<file path="src/rtl/alu_pkg.sv">
`default_nettype none
// ============================================================================
// Module   : alu_pkg
// Brief    : Shared opcodes, state encoding and widths for the ALU issue stage.
// Revision : 1.0
// ============================================================================
package alu_pkg;

    localparam int WIDTH = 4;
    localparam int OPW   = 3;
    localparam int CNT_W = 4;

    localparam logic [OPW-1:0] OP_ADD  = 3'd0;
    localparam logic [OPW-1:0] OP_SUB  = 3'd1;
    localparam logic [OPW-1:0] OP_XOR  = 3'd2;
    localparam logic [OPW-1:0] OP_SLT  = 3'd3;
    localparam logic [OPW-1:0] OP_AND  = 3'd4;
    localparam logic [OPW-1:0] OP_NAND = 3'd5;
    localparam logic [OPW-1:0] OP_NOR  = 3'd6;
    localparam logic [OPW-1:0] OP_OR   = 3'd7;

    typedef enum logic [1:0] {
        S_IDLE   = 2'd0,
        S_SETTLE = 2'd1,
        S_HOLD   = 2'd2
    } state_t;

endpackage
`default_nettype wire

</file>
<file path="src/rtl/alu_settle_counter.sv">
`default_nettype none
// ============================================================================
// Module   : alu_settle_counter
// Brief    : Loadable down-counter; last flags the final settle cycle (count==1).
// Revision : 1.0
// ============================================================================
module alu_settle_counter
    import alu_pkg::*;
#(
    parameter int CW = CNT_W
) (
    input  logic          clk,
    input  logic          rst_n,
    input  logic          load,
    input  logic [CW-1:0] load_value,
    input  logic          en,
    output logic [CW-1:0] count,
    output logic          last
);

    logic [CW-1:0] cnt;

    // Parks at 1 once reached; the next load restarts it.
    always_ff @(posedge clk or negedge rst_n) begin
        if (!rst_n) begin
            cnt <= '0;
        end else if (load) begin
            cnt <= load_value;
        end else if (en && (cnt > CW'(1))) begin
            cnt <= cnt - CW'(1);
        end
    end

    assign count = cnt;
    assign last  = (cnt == CW'(1));

endmodule
`default_nettype wire

</file>
<file path="src/rtl/alu_issue_stage.sv">
`default_nettype none
// ============================================================================
// Module   : alu_issue_stage
// Brief    : Registers ALU operands, holds them for SETTLE_CYCLES, then captures
//            result and flags into a valid/ready output register.
// Revision : 1.0
// ============================================================================
module alu_issue_stage
    import alu_pkg::*;
#(
    parameter int WIDTH         = alu_pkg::WIDTH,
    parameter int OPW           = alu_pkg::OPW,
    parameter int SETTLE_CYCLES = 4
) (
    input  logic             clk,
    input  logic             rst_n,
    input  logic             in_valid,
    output logic             in_ready,
    input  logic [OPW-1:0]   in_op,
    input  logic [WIDTH-1:0] in_a,
    input  logic [WIDTH-1:0] in_b,
    output logic [WIDTH-1:0] alu_a,
    output logic [WIDTH-1:0] alu_b,
    output logic [OPW-1:0]   alu_op,
    input  logic [WIDTH-1:0] alu_result,
    input  logic             alu_carryout,
    input  logic             alu_overflow,
    output logic             out_valid,
    input  logic             out_ready,
    output logic [WIDTH-1:0] out_result,
    output logic             out_carryout,
    output logic             out_overflow,
    output logic             out_zero,
    output logic [OPW-1:0]   out_op
);

    state_t           state;
    logic             accept;
    logic             cnt_last;
    logic [CNT_W-1:0] settle_count;

    // rst_n gates in_ready so nothing is offered as accepted while reset is held.
    assign in_ready = rst_n && ((state == S_IDLE) || ((state == S_HOLD) && out_ready));
    assign accept   = in_valid && in_ready;

    alu_settle_counter #(
        .CW (CNT_W)
    ) u_settle_counter (
        .clk        (clk),
        .rst_n      (rst_n),
        .load       (accept),
        .load_value (CNT_W'(SETTLE_CYCLES)),
        .en         (state == S_SETTLE),
        .count      (settle_count),
        .last       (cnt_last)
    );

    always_ff @(posedge clk or negedge rst_n) begin
        if (!rst_n) begin
            state        <= S_IDLE;
            alu_a        <= '0;
            alu_b        <= '0;
            alu_op       <= '0;
            out_valid    <= 1'b0;
            out_result   <= '0;
            out_carryout <= 1'b0;
            out_overflow <= 1'b0;
            out_zero     <= 1'b0;
            out_op       <= '0;
        end else begin
            if (accept) begin
                alu_a  <= in_a;
                alu_b  <= in_b;
                alu_op <= in_op;
            end
            case (state)
                S_IDLE: begin
                    if (accept) begin
                        state <= S_SETTLE;
                    end
                end
                S_SETTLE: begin
                    if (cnt_last) begin
                        out_valid    <= 1'b1;
                        out_result   <= alu_result;
                        out_carryout <= alu_carryout;
                        out_overflow <= alu_overflow;
                        out_zero     <= (alu_result == '0);
                        out_op       <= alu_op;
                        state        <= S_HOLD;
                    end
                end
                S_HOLD: begin
                    // Drain and a new accept may share one edge.
                    if (out_ready) begin
                        out_valid <= 1'b0;
                        state     <= in_valid ? S_SETTLE : S_IDLE;
                    end
                end
                default: begin
                    state <= S_IDLE;
                end
            endcase
        end
    end

endmodule
`default_nettype wire
</file>
<file path="config.mk">
export PLATFORM = sky130hd
export DESIGN_NAME = alu_issue_stage
export DESIGN_NICKNAME = d
export VERILOG_FILES = /design/src/rtl/alu_pkg.sv /design/src/rtl/alu_settle_counter.sv /design/src/rtl/alu_issue_stage.sv
export SDC_FILE = /design/constraint.sdc
export NUM_CORES = 1
export LEC_CHECK = 0
export CAP_MARGIN = 20
export CORE_AREA = 2 2 58 55
export CTS_CLUSTER_DIAMETER = 60
export DETAILED_ROUTE_END_ITERATION = 10
export DIE_AREA = 0 0 60 57
export GPL_ROUTABILITY_DRIVEN = 0
export HOLD_SLACK_MARGIN = 0.06
export PLACE_DENSITY_LB_ADDON = 0.2
export SLEW_MARGIN = 20
export SYNTH_ARGS = -nofsm -noshare
export SYNTH_HDL_FRONTEND = slang
export SYNTH_SLANG_ARGS = --single-unit
</file>
<file path="constraint.sdc">
create_clock -name clk -period 2.3 [get_ports clk]
set_input_delay 0.345 -clock clk [delete_from_list [all_inputs] [get_ports clk]]
set_output_delay 0.345 -clock clk [all_outputs]
set_load 0.03 [all_outputs]
</file>
After elaboration in Yosys (flattened, before gate mapping)

Cells that the tools add are included.

Register bits after elaboration: 28
Input port bits: 21
Output and inout bits: 23
Logic and storage cells: 41

Add/sub/neg operators: 1
$lt $le $gt $ge: 1
Equality and inequality tests: 6
Mux-type cells: 10
Reduce and logical (&&, ||, !) cells: 12

Operators with widths:

| cell                                                                             | count |
|---|---|
| 4-bit two-way mux                                                                | 2 |
| 2-bit two-way mux                                                                | 3 |
| 2-bit inequality test (second input constant)                                    | 3 |
| 2-bit one-hot mux with 3 select lines                                            | 1 |
| 3-bit AND reduction                                                              | 2 |
| 4-bit by 1-bit == test with 1-bit output (second input constant)                 | 1 |
| 4-bit by 1-bit greater-than comparator with 1-bit output (second input constant) | 1 |
| 1-bit logical AND                                                                | 4 |
| 4-bit zero test                                                                  | 1 |
| 2-bit nonzero test                                                               | 2 |
| 4-bit by 1-bit subtractor with 4-bit output (second input constant)              | 1 |
| 1-bit two-way mux                                                                | 3 |
| 2-bit by 1-bit == test with 1-bit output (second input constant)                 | 1 |
| 2-bit == test (second input constant)                                            | 1 |
| 2-bit zero test                                                                  | 1 |
| 1-bit one-hot mux with 2 select lines                                            | 1 |
| 2-bit AND reduction                                                              | 1 |
| 1-bit logical OR                                                                 | 1 |

Depth between registers and ports, before layout

Word-level depth: 7
Mapped depth: 6
Mapped depth without buffers: 6

Hierarchy

From an unflattened synthesis, not the netlist that was laid out.

Cells, all modules: 101
Area total of the unflattened synthesis: 1320.0 um2

By module, submodules not included:

| module             | instances | cells an instance | area an instance (um2) | seq. area each (um2) |
|---|---|---|---|---|
| alu_issue_stage    | 1         | 67                | 1019.7                 | 600.6 |
| alu_settle_counter | 1         | 34                | 300.3                  | 100.1 |

Least setup slack after synthesis

No wires, ideal clock.

Path type: reg-to-reg
Start: reg u_settle_counter.cnt[1], in the netlist u_settle_counter.count[1]
End: reg out_carryout
Library setup time: 125 ps
Arrival: 1409 ps
Data required time: 2175 ps
Slack: 766 ps
Stages on the path, launching flop included: 7
Path buffers: 1
Clock period less this slack: 1534 ps
Path through: dfrtp_1 -> inv_1 -> ha_1 -> nor3b_2 -> and2_1 -> buf_6 -> mux2_2

Longest elaborated chain between the ends: 2

RTL lines:

| what                                     | line                     | RTL |
|---|---|---|
| start, declared                          | alu_settle_counter.sv:21 | `logic [CW-1:0] cnt;` |
| start signal, assigned                   | alu_settle_counter.sv:28 | `cnt <= load_value;` |
| start signal, assigned                   | alu_settle_counter.sv:30 | `cnt <= cnt - CW'(1);` |
| 4-bit by 1-bit == test with 1-bit output | alu_settle_counter.sv:35 | `assign last = (cnt == CW'(1));` |
| 2-bit AND reduction (no line)            | -                        |  |
| end signal, assigned                     | alu_issue_stage.sv:86    | `out_carryout <= alu_carryout;` |
| end, declared                            | alu_issue_stage.sv:31    | `output logic out_carryout,` |

Every way passes these cells.
A chain may end at the register's enable or synchronous reset.

Worst setup path after layout

Start: reg u_settle_counter.cnt[1], in the netlist u_settle_counter.count[1]
End: reg out_result[3]

Longest elaborated chain between the ends: 2

RTL lines:

| what                                     | line                     | RTL |
|---|---|---|
| 4-bit by 1-bit == test with 1-bit output | alu_settle_counter.sv:35 |  |
| 2-bit AND reduction (no line)            | -                        |  |
| end signal, assigned                     | alu_issue_stage.sv:85    | `out_result <= alu_result;` |
| end, declared                            | alu_issue_stage.sv:30    | `output logic [WIDTH-1:0] out_result,` |

Every way passes these cells.

==> metrics.md <==
| Metric | Value |
|---|---|
| Status | `finished clean` |
| Worst Path Max Fanout | `11` |
| Period minus WS final | `1.885 ns` |
| Pwr Total | `roughly 2.6 mW` |
| Post-Route WL | `approximately 2300 microns` |
| Die Y | `about 57 microns` |
| Fill cell count | `about 230` |
| Post-CTS sizing | `0` |
| Syn nets | `109` |
| Number of flops mapped to enable cells by yosys | `0` |
| Top_reg_cell synth | `dfrtp_1` |
| CP top delay family | `simple AND/OR/NAND/NOR gates` |
| Synth top area share | `a little under three fifths` |
| Worst-path cell chain | `inv_1 -> ha_1 -> nor3b_2 -> and2_1 -> mux2_2` |
| Static leakage | `0.7781 nW` |
| Worst-Skew Late Latency | `0.33 ns` |
| CP startpoint | `u_settle_counter.count[1]$_DFFE_PN0P_` |
| Commonest non-fill, non-tap cell in the layout | `clkdlybuf4s50_1` |
| Final slew viol count | `0` |
| Post-CTS Hold Buffers | `0` |
| Share of layout cells above drive strength 1 | `24.24%` |
| CP peak stage delay | `between 0.4 and 0.5 ns` |
| Die width | `60 microns` |
| Max cap viols | `0` |
| Critical Path Stages | `5` |
| Site row count | `19` |
| Worst setup SP type | `flip-flop` |
| Post-CTS Setup Inserts | `0` |
| ANT cells | `0` |
| WL/cell | `13.04 microns` |
| Die Area | `3420 sq um` |
| Yosys reg bits | `28` |
| CP max stage cell | `and2_1` |
| Required @ worst endpoint | `2.52 ns` |
| Reg2reg end | `out_result[3]$_DFFE_PN0P_` |
| Avg Cell Area, Syn | `14.24 sq um` |
| Worst r2r src | `u_settle_counter.count[1]$_DFFE_PN0P_` |
| Post-synthesis sequential area ratio | `57.20%` |
| I/O pin cnt | `44` |
| H-tree depth | `1` |
| Synth area leader | `dfrtp_1` |
| Max_slew headroom | `66.01%` |
| Port buffer count | `43` |
| Nets | `156` |
| Via Count | `832` |
| RSZ-0062 raised after global routing | `false` |
| TritonCTS clock tree | `done` |
| CP Buf/Inv Count | `1` |
| Gr usage total | `14.79%` |
| Remaining DRCs | `0` |
| Setup TNS | `0 ns` |
| Final hold viol count | `0` |
| Worst slew pin tran | `0.5098 ns` |
| Layout Skew | `roughly 0.0092 ns` |
| Num CTS Buffers | `3` |
| F_max | `0.5306 GHz` |
| Ranking of synthesized cells by area | `dfrtp_1 57%, mux2_2 12%, mux2_4 9.8%, ha_1 2.0%, buf_6 1.8%` |
| Starting Density | `42.58%` |
| Bufs on Longest Clock Path | `2` |
| PwrDens | `about 1500 nW/um^2` |
| Multi-input logic area | `490.5 sq um` |
| Critical path class | `reg2reg` |
| Most frequent cells in the layout | `42 x clkdlybuf4s50_1, 28 x dfrtp_1, 13 x mux2_2, 8 x mux2_4, 4 x nand2_1` |
| Final setup viols | `0` |
| Synthesized area | `1225 sq um` |
| Final design utilization | `between 60 and 70%` |
| CTS root buf | `clkbuf_4` |
| Vias per cell | `4.782` |
| Placed cell area | `1690 sq um` |
| Asr flop ratio synth | `100.0%` |
| Reg2reg path depth | `5` |
| Post-DP HPWL | `1702 microns` |
| Post-route ant nets | `0` |
| Initial DRC Count | `18` |
| Cell area after layout | `1743 sq um` |
| R2R setup slack | `0.42 ns` |
| Initial antenna violation count | `0` |
| Number of global-route vias before repair | `903` |
| Clk sink count | `28` |
| GR Overflow Total | `0` |
| Synth cell types | `27` |
| FF+latch area | `700.7 sq um` |
| Largest net degree at the start of global routing | `30` |
| HP Class | `in2async` |
| Mapped Cells | `86` |
| Worst path arrival time | `between 2 and 2.5 ns` |
| CP Capture Type | `flip-flop` |
| Drt pass-1 iters | `2` |
| First-pass GRT wire length | `3884 microns` |
| Syn. warnings | `0` |
| Clock Pin Slew Worst Setup and Hold Paths | `0.15 ns` |
| Core area | `about 2900 sq um` |
| Crit path to | `out_result[3]$_DFFE_PN0P_` |
| Final worst path period share | `81.94%` |
| Peak VDD IR | `0.7834 mV` |
| Area delta synth->final | `42.29%` |
synthesized netlist by cell type (2+ instances only):
cell / instances
dfrtp_1: 28
mux2_2: 13
mux2_4: 8
nand2_1: 4
a21oi_1: 3
inv_1: 3
nor2_1: 3
a31oi_1: 2
and2_1: 2
buf_6: 2
ha_1: 2
power breakdown:
group | total (mW) | internal, mW | switching [mW]
clock network | 0.318 | 0.176 | 0.142
logic | 1.37 | 0.680 | 0.691
registers | 0.885 | 0.726 | 0.159
worst reg2reg max path: stages, from the launching register on:
cell and delay, ns:
dfrtp_1 0.41, inv_1 0.10, ha_1 0.17, nor3b_2 0.22
and2_1 0.49, mux2_2 0.40
state kept, by name, summed over array words and instances, names as in the netlist, 2 cells and up:
signal / flops
alu_a: 4
alu_b: 4
alu_op: 3
out_op: 3
out_result: 4
state: 2
u_settle_counter.count: 4
layout make-up:
cell class	instances	share of cell area (%)
timing repair buffer	44	24.98
clock inverter	1	1.723
tap	42	3.015
multi-input combinational	53	28.14
clock buffer	3	1.292
sequential	28	40.20
inverter	3	0.6461
per-layer routing:
layer  wire, microns  share of wire (%)  GRT usage (%)  vias up
li1                -                  -              -      392
met1             989                 44          19.79      407
met2            1115                 49          24.07       31
met5               0                  0              0        -
met3             147                6.5          2.721        2
met4              17               0.75          5.079        0
through the flow:
step | instances | hold WS (ns) | worst slack (ns)
final | 174 | 0.4129 | 0.4154
after detailed placement | 170 | 0.4944 | 0.4290
after global routing | 174 | 0.4277 | 0.2898
after floorplan | 86 | 0.04941 | 0.7664
after global placement | 170 | 0.4906 | 0.4512
after CTS | 174 | 0.4133 | 0.4016
how the worst min path moves through the flow:
stage / start / to / slack (ns) / depth (start not counted)
after floorplan: rst_n / alu_a[0]$_DFFE_PN0P_ / 0.05 / 0
after global placement: out_result[2]$_DFFE_PN0P_ / out_result[2]$_DFFE_PN0P_ / 0.49 / 1
after detailed placement: out_result[1]$_DFFE_PN0P_ / out_result[1]$_DFFE_PN0P_ / 0.49 / 1
after CTS: rst_n / out_valid$_DFFE_PN0P_ / 0.41 / 2
after global routing: rst_n / out_zero$_DFFE_PN0P_ / 0.43 / 2
final: rst_n / out_zero$_DFFE_PN0P_ / 0.41 / 2
cells by family (layout without fill, tap and decap cells):
kind of cell / count (synthesis) / after routing / synth area share [%]
AND/OR/NAND/NOR: 16 / 16 / 8.171
flip-flops: 28 / 28 / 57.20
AO/OA/AOI/OAI: 11 / 11 / 5.822
XOR/XNOR: 2 / 2 / 1.430
adder cells (fa/ha/maj): 2 / 2 / 2.043
multiplexers: 22 / 22 / 22.57
buffers and inverters: 5 / 51 / 2.758
No activity file was read; power rests on OpenSTA's default activity.
